[config.mk]
export PLATFORM = sky130hd
export DESIGN_NAME = v_alu_mc
export DESIGN_NICKNAME = d
export VERILOG_FILES = /design/src/rtl/v_alu_pkg.sv /design/src/rtl/v_alu_core.sv /design/src/rtl/v_alu_mc.sv
export SDC_FILE = /design/constraint.sdc
export NUM_CORES = 1
export LEC_CHECK = 0
export ABC_CLOCK_PERIOD_IN_PS = 9100
export CAP_MARGIN = 15
export CORE_ASPECT_RATIO = 1.1
export CORE_MARGIN = 4
export CORE_UTILIZATION = 40
export CTS_BUF_LIST = sky130_fd_sc_hd__clkbuf_16
export DETAILED_ROUTE_END_ITERATION = 6
export SYNTH_ARGS = -nofsm -noshare
export SYNTH_HDL_FRONTEND = slang
export SYNTH_SLANG_ARGS = --single-unit
[constraint.sdc]
create_clock -name clk -period 9.1 [get_ports clk]
set_input_delay 1.82 -clock clk [delete_from_list [all_inputs] [get_ports clk]]
set_output_delay 1.82 -clock clk [all_outputs]
set_load 0.02 [all_outputs]
[src/rtl/v_alu_pkg.sv]
// Shared opcodes and FSM state encodings for the multi-cycle ALU.
package v_alu_pkg;
  localparam logic [3:0] ALU_ADD  = 4'h0;
  localparam logic [3:0] ALU_SUB  = 4'h1;
  localparam logic [3:0] ALU_XOR  = 4'h2;
  localparam logic [3:0] ALU_OR   = 4'h3;
  localparam logic [3:0] ALU_AND  = 4'h4;
  localparam logic [3:0] ALU_SLL  = 4'h5;
  localparam logic [3:0] ALU_SRL  = 4'h6;
  localparam logic [3:0] ALU_SRA  = 4'h7;
  localparam logic [3:0] ALU_SLT  = 4'h8;
  localparam logic [3:0] ALU_SLTU = 4'h9;
  localparam logic [3:0] ALU_MUL  = 4'hA;
  localparam logic [3:0] ALU_MULH = 4'hB;
  localparam logic [3:0] ALU_DIV  = 4'hC;
  localparam logic [3:0] ALU_DIVU = 4'hD;
  localparam logic [3:0] ALU_REM  = 4'hE;
  localparam logic [3:0] ALU_REMU = 4'hF;

  typedef enum logic [1:0] {
    S_IDLE = 2'd0,
    S_EXEC = 2'd1,
    S_DONE = 2'd2
  } state_e;
endpackage

[src/rtl/v_alu_core.sv]
// Combinational single-cycle ALU ops (ADD..SLTU) with ADD/SUB carry and overflow.
module v_alu_core
  import v_alu_pkg::*;
#(
  parameter int WIDTH = 32,
  parameter int SHW   = $clog2(WIDTH)
) (
  input  logic [WIDTH-1:0] i_a,
  input  logic [WIDTH-1:0] i_b,
  input  logic [3:0]       i_op,
  output logic [WIDTH-1:0] o_res,
  output logic             o_c,
  output logic             o_v
);
  logic [WIDTH:0]          w_add;
  logic [WIDTH:0]          w_sub;
  logic [SHW-1:0]          w_sh;
  logic signed [WIDTH-1:0] w_as;
  logic signed [WIDTH-1:0] w_bs;

  assign w_add = {1'b0, i_a} + {1'b0, i_b};
  assign w_sub = {1'b0, i_a} - {1'b0, i_b};
  assign w_sh  = i_b[SHW-1:0];
  assign w_as  = $signed(i_a);
  assign w_bs  = $signed(i_b);

  always_comb begin
    o_res = '0;
    o_c   = 1'b0;
    o_v   = 1'b0;
    case (i_op)
      ALU_ADD: begin
        o_res = w_add[WIDTH-1:0];
        o_c   = w_add[WIDTH];
        o_v   = (i_a[WIDTH-1] == i_b[WIDTH-1]) && (w_add[WIDTH-1] != i_a[WIDTH-1]);
      end
      ALU_SUB: begin
        // C is the inverted borrow, matching the single-cycle ALU
        o_res = w_sub[WIDTH-1:0];
        o_c   = ~w_sub[WIDTH];
        o_v   = (i_a[WIDTH-1] != i_b[WIDTH-1]) && (w_sub[WIDTH-1] != i_a[WIDTH-1]);
      end
      ALU_XOR:  o_res = i_a ^ i_b;
      ALU_OR:   o_res = i_a | i_b;
      ALU_AND:  o_res = i_a & i_b;
      ALU_SLL:  o_res = i_a << w_sh;
      ALU_SRL:  o_res = i_a >> w_sh;
      ALU_SRA:  o_res = w_as >>> w_sh;
      ALU_SLT:  o_res = {{(WIDTH-1){1'b0}}, (w_as < w_bs)};
      ALU_SLTU: o_res = {{(WIDTH-1){1'b0}}, (i_a < i_b)};
      default:  o_res = '0;
    endcase
  end
endmodule

[src/rtl/v_alu_mc.sv]
// Handshaked multi-cycle ALU: single-cycle ops via v_alu_core, iterative
// shift-add multiply and restoring divide sharing one 2*WIDTH accumulator.
module v_alu_mc
  import v_alu_pkg::*;
#(
  parameter int WIDTH = 32,
  parameter int SHW   = $clog2(WIDTH)
) (
  input  logic             clk,
  input  logic             rst_n,
  input  logic             in_valid,
  output logic             in_ready,
  input  logic [WIDTH-1:0] A,
  input  logic [WIDTH-1:0] B,
  input  logic [3:0]       alu_op,
  output logic             out_valid,
  input  logic             out_ready,
  output logic [WIDTH-1:0] result,
  output logic             Z,
  output logic             N,
  output logic             C,
  output logic             V,
  output logic             busy
);
  localparam int W2 = 2 * WIDTH;

  function automatic logic [WIDTH-1:0] cond_neg(input logic [WIDTH-1:0] x, input logic n);
    return n ? -x : x;
  endfunction

  // High half of a conditionally negated {hi,lo}: the +1 carries into hi only when lo is 0.
  function automatic logic [WIDTH-1:0] neg_hi(input logic [WIDTH-1:0] hi,
                                              input logic [WIDTH-1:0] lo, input logic n);
    return n ? (~hi + {{(WIDTH-1){1'b0}}, (lo == '0)}) : hi;
  endfunction

  state_e           r_state, w_state_nx;
  logic             r_vld_p0;
  logic [WIDTH-1:0] r_a_p0, r_b_p0;
  logic [3:0]       r_op_p0;
  logic [W2-1:0]    r_acc;
  logic [WIDTH-1:0] r_dvs;
  logic [SHW-1:0]   r_cnt;
  logic             r_neg, r_neg_a;
  logic [WIDTH-1:0] r_res;
  logic             r_z, r_n, r_c, r_v;

  logic             w_accept, w_is_mul, w_is_div, w_sgn_op, w_b_zero, w_ovf, w_div_spec;
  logic             w_a_neg, w_b_neg, w_last, w_load_res, w_c_nx, w_v_nx;
  logic             w_core_c, w_core_v;
  logic [WIDTH-1:0] w_core_res, w_spec_res, w_iter_res, w_res_nx;
  logic [WIDTH:0]   w_mul_sum, w_shift, w_trial;
  logic [W2-1:0]    w_acc_nx;

  v_alu_core #(.WIDTH(WIDTH), .SHW(SHW)) u_core (
    .i_a   (r_a_p0),
    .i_b   (r_b_p0),
    .i_op  (r_op_p0),
    .o_res (w_core_res),
    .o_c   (w_core_c),
    .o_v   (w_core_v)
  );

  assign in_ready  = rst_n && (r_state == S_IDLE) && !r_vld_p0;
  assign w_accept  = in_valid && in_ready;
  assign out_valid = (r_state == S_DONE);
  assign busy      = (r_state != S_IDLE);
  assign result    = r_res;
  assign {Z, N, C, V} = {r_z, r_n, r_c, r_v};

  assign w_is_mul   = (r_op_p0 == ALU_MUL) || (r_op_p0 == ALU_MULH);
  assign w_is_div   = (r_op_p0[3:2] == 2'b11);
  assign w_sgn_op   = (r_op_p0 == ALU_MULH) || (r_op_p0 == ALU_DIV) || (r_op_p0 == ALU_REM);
  assign w_b_zero   = (r_b_p0 == '0);
  assign w_ovf      = ((r_op_p0 == ALU_DIV) || (r_op_p0 == ALU_REM)) &&
                      (r_a_p0 == {1'b1, {(WIDTH-1){1'b0}}}) && (r_b_p0 == '1);
  assign w_div_spec = w_is_div && (w_b_zero || w_ovf);
  assign w_a_neg    = w_sgn_op && r_a_p0[WIDTH-1];
  assign w_b_neg    = w_sgn_op && r_b_p0[WIDTH-1];
  assign w_last     = (r_cnt == SHW'(WIDTH - 1));

  // op[1] separates DIV/DIVU (0) from REM/REMU (1)
  always_comb begin
    w_spec_res = '0;
    if (w_b_zero)         w_spec_res = r_op_p0[1] ? r_a_p0 : '1;
    else if (!r_op_p0[1]) w_spec_res = r_a_p0;
  end

  // Iteration step: multiply shifts right adding the multiplicand, divide shifts left restoring
  assign w_mul_sum = {1'b0, r_acc[W2-1:WIDTH]} + (r_acc[0] ? {1'b0, r_dvs} : '0);
  assign w_shift   = r_acc[W2-1:WIDTH-1];
  assign w_trial   = w_shift - {1'b0, r_dvs};
  assign w_acc_nx  = w_is_mul ? {w_mul_sum, r_acc[WIDTH-1:1]}
                   : (w_trial[WIDTH] ? {w_shift[WIDTH-1:0], r_acc[WIDTH-2:0], 1'b0}
                                     : {w_trial[WIDTH-1:0], r_acc[WIDTH-2:0], 1'b1});

  always_comb begin
    case (r_op_p0)
      ALU_MUL:           w_iter_res = w_acc_nx[WIDTH-1:0];
      ALU_MULH:          w_iter_res = neg_hi(w_acc_nx[W2-1:WIDTH], w_acc_nx[WIDTH-1:0], r_neg);
      ALU_DIV, ALU_DIVU: w_iter_res = cond_neg(w_acc_nx[WIDTH-1:0], r_neg);
      ALU_REM, ALU_REMU: w_iter_res = cond_neg(w_acc_nx[W2-1:WIDTH], r_neg_a);
      default:           w_iter_res = '0;
    endcase
  end

  always_comb begin
    w_state_nx = r_state;
    w_load_res = 1'b0;
    w_res_nx   = '0;
    w_c_nx     = 1'b0;
    w_v_nx     = 1'b0;
    case (r_state)
      S_IDLE: begin
        if (r_vld_p0) begin
          w_load_res = !(w_is_mul || (w_is_div && !w_div_spec));
          w_state_nx = w_load_res ? S_DONE : S_EXEC;
          w_res_nx   = w_div_spec ? w_spec_res : w_core_res;
          w_c_nx     = w_core_c;
          w_v_nx     = w_core_v;
        end
      end
      S_EXEC: begin
        if (w_last) begin
          w_state_nx = S_DONE;
          w_load_res = 1'b1;
          w_res_nx   = w_iter_res;
        end
      end
      S_DONE:  if (out_ready) w_state_nx = S_IDLE;
      default: w_state_nx = S_IDLE;
    endcase
  end

  always_ff @(posedge clk or negedge rst_n) begin
    if (!rst_n) begin
      r_state  <= S_IDLE;
      r_vld_p0 <= 1'b0;
      r_cnt    <= '0;
      r_res    <= '0;
      {r_z, r_n, r_c, r_v} <= 4'b0;
    end else begin
      r_state  <= w_state_nx;
      r_vld_p0 <= w_accept;
      r_cnt    <= (r_state == S_EXEC) ? r_cnt + SHW'(1) : '0;
      if (w_load_res) begin
        r_res <= w_res_nx;
        r_z   <= (w_res_nx == '0);
        r_n   <= w_res_nx[WIDTH-1];
        r_c   <= w_c_nx;
        r_v   <= w_v_nx;
      end
    end
  end

  // Stage p0: operand capture; EXEC loads magnitudes then iterates in place
  always_ff @(posedge clk) begin
    if (w_accept) begin
      r_a_p0  <= A;
      r_b_p0  <= B;
      r_op_p0 <= alu_op;
    end
    if ((r_state == S_IDLE) && r_vld_p0) begin
      r_acc   <= {{WIDTH{1'b0}}, cond_neg(r_a_p0, w_a_neg)};
      r_dvs   <= cond_neg(r_b_p0, w_b_neg);
      r_neg   <= w_a_neg ^ w_b_neg;
      r_neg_a <= w_a_neg;
    end else if (r_state == S_EXEC) begin
      r_acc   <= w_acc_nx;
    end
  end
endmodule

==> run_results.csv <==
group,metric,value,unit
clocking,cts_setup_buffers,0,
worst_setup_path,arrival,8.69,ns
power_and_ir_drop,ir_drop,172,µV
synth,yosys_register_bits,209,
worst_setup_path,ff2ff_setup_slack,0.93,ns
floorplan,die_width,252,µm
finish,final_cells,4251,
synth,ys_seq_area_share,21.9,%
placement,place_congestion,1.06,
drt,met3_length,10.0,mm
timing,finClkSkew,0.0266,ns
timing,worst_pin_slew,1.37,ns
timing,setup_tns,0,ns
timing,max_clock_freq,0.122,GHz
placement,placed_cells,4196,
job,timing.max_cap.violations,0,
global_route,grt_pass1_wl,178,mm
timing,post-route-min-period,8.17,ns
worst_setup_path,required,9.61,ns
floorplan,coreArea,65000,µm²
finish,postLayoutCoreUtil,44.4,%
drt,drtAntennaViolNets,0,
finish,nets,3624,
synth,synth-edff-count,134,
synth,synth-async-reset-ratio,20.6,%
drt,vias,28310,
global_route,grt_max_degree,67,
clocking,cts_resized,0,
clocking,htree_levels,1,
worst_setup_path,cp-end-kind,"flip-flop",
worst_setup_path,worst_path_max_delay_cell,"nor4bb_1",
drt,route.detailed.drc,2,
drt,drt_pre_antenna_iters,7,
timing,setup_viol,0,
finish,area_growth_syn_to_layout,9.94,%
drt,highest_layer,"met5",
synth,yosysMostFrequentCell,"nand2_1",
power_and_ir_drop,p_per_area,276,nW/µm²
worst_setup_path,cp_slowest_stage_delay,0.61,ns
timing,period_share,89.8,%
floorplan,die_area,69700,µm²
hold_path,worstHoldPathType,"flip-flop to flip-flop",
floorplan,ios,111,
clocking,ctsHoldBuffers,0,
placement,io_buffers,110,
floorplan,initial_utilization,40.3,%
synth,synthTopCellsByArea,"edfxtp_1 15%, ha_1 8.1%, nand2_1 5.2%",
synth,synth_cells,3415,
timing,hold_viol,0,
clocking,clockRootBuffer,"clkbuf_16",
floorplan,fp.dieH,277,µm
drt,m1WireLength,46.1,mm
drt,avgViaCountPerCell,6.66,
global_route,gr-total-overflow,0,
clocking,cts_tree,"done",
synth,synth_warnings,0,
synth,synth.net_count,3661,
drt,drt_iter0_drc,3166,
drt,wl_met2,56.5,mm
synth,synth_area,26200,µm²
finish,diodes,0,
timing,rsz0062_at_grt,"false",
synth,synth.top_cell.area_share,15.3,%
worst_setup_path,crit_fanout,9,
synth,yosys.area.top_type,"edfxtp_1",
run_status,violations,"design-rule violations",
clocking,path_clk_slew,0.06,ns
synth,synth_ff_type,"edfxtp_1",
synth,synth.avg_cell_area,7.68,µm²
worst_setup_path,start_kind,"flip-flop",
drt,wl,122,mm
clocking,cts_buffer_depth,3,
clocking,cts_num_sinks,209,
floorplan,row_count,98,
run_status,status,"finished with violations",
global_route,antenna_found_initial,7,
timing,drv_slew,0,
timing,max-slew-margin-rel,7.59,%
clocking,numCtsBuffers,29,
synth,synthTopCellsByCount,"364 x nand2_1, 356 x nor2_1, 266 x a21oi_1",
power_and_ir_drop,p_leak,0.0112,µW
timing,holdWs,0.471,ns
placement,dp_hpwl,94.6,mm
global_route,grt_pass1_vias,26884,
drt,wl_per_cell,28.6,µm
clocking,clock_latency,0.60,ns
worst_setup_path,path_class,"flip-flop to flip-flop",
synth,yosys.cell_types.count,112,
finish,drive_gt1_share,7.32,%
global_route,grtUsageTotal,33.3,%
finish,nFillCells,6730,
## area by class of cell
type                            instances  area [µm²]  share of cell area [%]
Clock buffer                           29         726                    2.52
Clock inverter                         25         149                   0.517
Inverter                              149         559                    1.94
Multi-Input combinational cell       2808       19000                    65.8
Sequential cell                       209        5740                    19.9
Tap cell                              850        1060                    3.69
Timing Repair Buffer                  181        1630                    5.64
## routing by layer
layer	vias up	global-route usage, %
met2	1611	55.4
li1	12708	-
met4	6	19.3
met5	-	0
met1	13610	41.0
met3	375	4.65
## layout by cell type (no fill, tap or decap), drive strengths merged, types with 27 or more instances in the layout
cell           instances
o31ai                 38
and2                  58
clkbuf                30
clkdlybuf4s50        109
mux2i                 94
buf                   71
or3                   28
a21oi                270
mux2                  27
nand4                 57
nor3                 104
nand3                 67
nand2                364
mux4                  35
edfxtp               134
inv                  155
ha                   170
a211oi                63
dfxtp                 32
xnor2                133
o211ai                47
nor2                 356
a21o                  52
o21ai                230
xor2                  27
a31oi                 55
nor4                  34
a22oi                 35
dfrtp                 43
## sequential cells by signal, indices dropped and copies added, names as in the netlist
register	flops
V	1
r_acc	64
r_state	2
r_neg	1
Z	1
C	1
r_op_p0	4
result	32
r_vld_p0	1
r_dvs	32
r_cnt	5
r_neg_a	1
r_b_p0	32
r_a_p0	32
## worst max-delay path: cells and delay by family, from the launching register on
kind / cells / cell delay, ns
flip-flops: 1 / 0.38
adder cells (fa/ha/maj): 4 / 1.12
AO/OA/AOI/OAI: 8 / 2.06
AND/OR/NAND/NOR: 14 / 4.24
buffers and inverters: 3 / 0.29
## path summary, 6_finish.rpt
| path | startpoint | end | cells past startpoint |
|---|---|---|---|
| worst max-delay path | r_acc[31]$_DFFE_PP_ | Z$_DFFE_PN0P_ | 29 |
| worst min-delay path | r_cnt[0]$_DFF_PN0_ | r_cnt[0]$_DFF_PN0_ | 1 |
| worst max register to register | r_acc[31]$_DFFE_PP_ | Z$_DFFE_PN0P_ | 29 |
| worst min register to register | r_cnt[0]$_DFF_PN0_ | r_cnt[0]$_DFF_PN0_ | 1 |
| max in group asynchronous | rst_n | result[14]$_DFFE_PN0P_ | 2 |
| min in group asynchronous | rst_n | r_cnt[4]$_DFF_PN0_ | 2 |
## stage by stage
stage	total power, µW	instance area, µm²	setup WS [ns]
after floorplan	5000	26200	2.25
after global placement	6760	27900	1.32
after detailed placement	6750	27900	1.07
after CTS	7860	28800	1.03
after global routing	8410	28800	0.427
final	7960	28800	0.926
## where the power goes
part | internal (µW) | total, µW | switching [µW]
clock | 603 | 1070 | 466
combinational | 1810 | 5150 | 3340
sequential | 1350 | 1740 | 391
## kinds of logic (layout without fill, tap and decap cells)
logic type / Yosys count / count (layout) / share of synthesized area (%)
and+or+nand+nor: 1216 / 1216 / 22.1
AOI/OAI and AO/OA: 1102 / 1102 / 28.4
buffers and inverters: 398 / 384 / 6.00
DFF: 209 / 209 / 21.9
adders and majority gates: 174 / 174 / 8.42
xor gates and xnor gates: 160 / 160 / 5.34
muxes: 156 / 156 / 7.83
No activity file was read; power rests on OpenSTA's default activity.
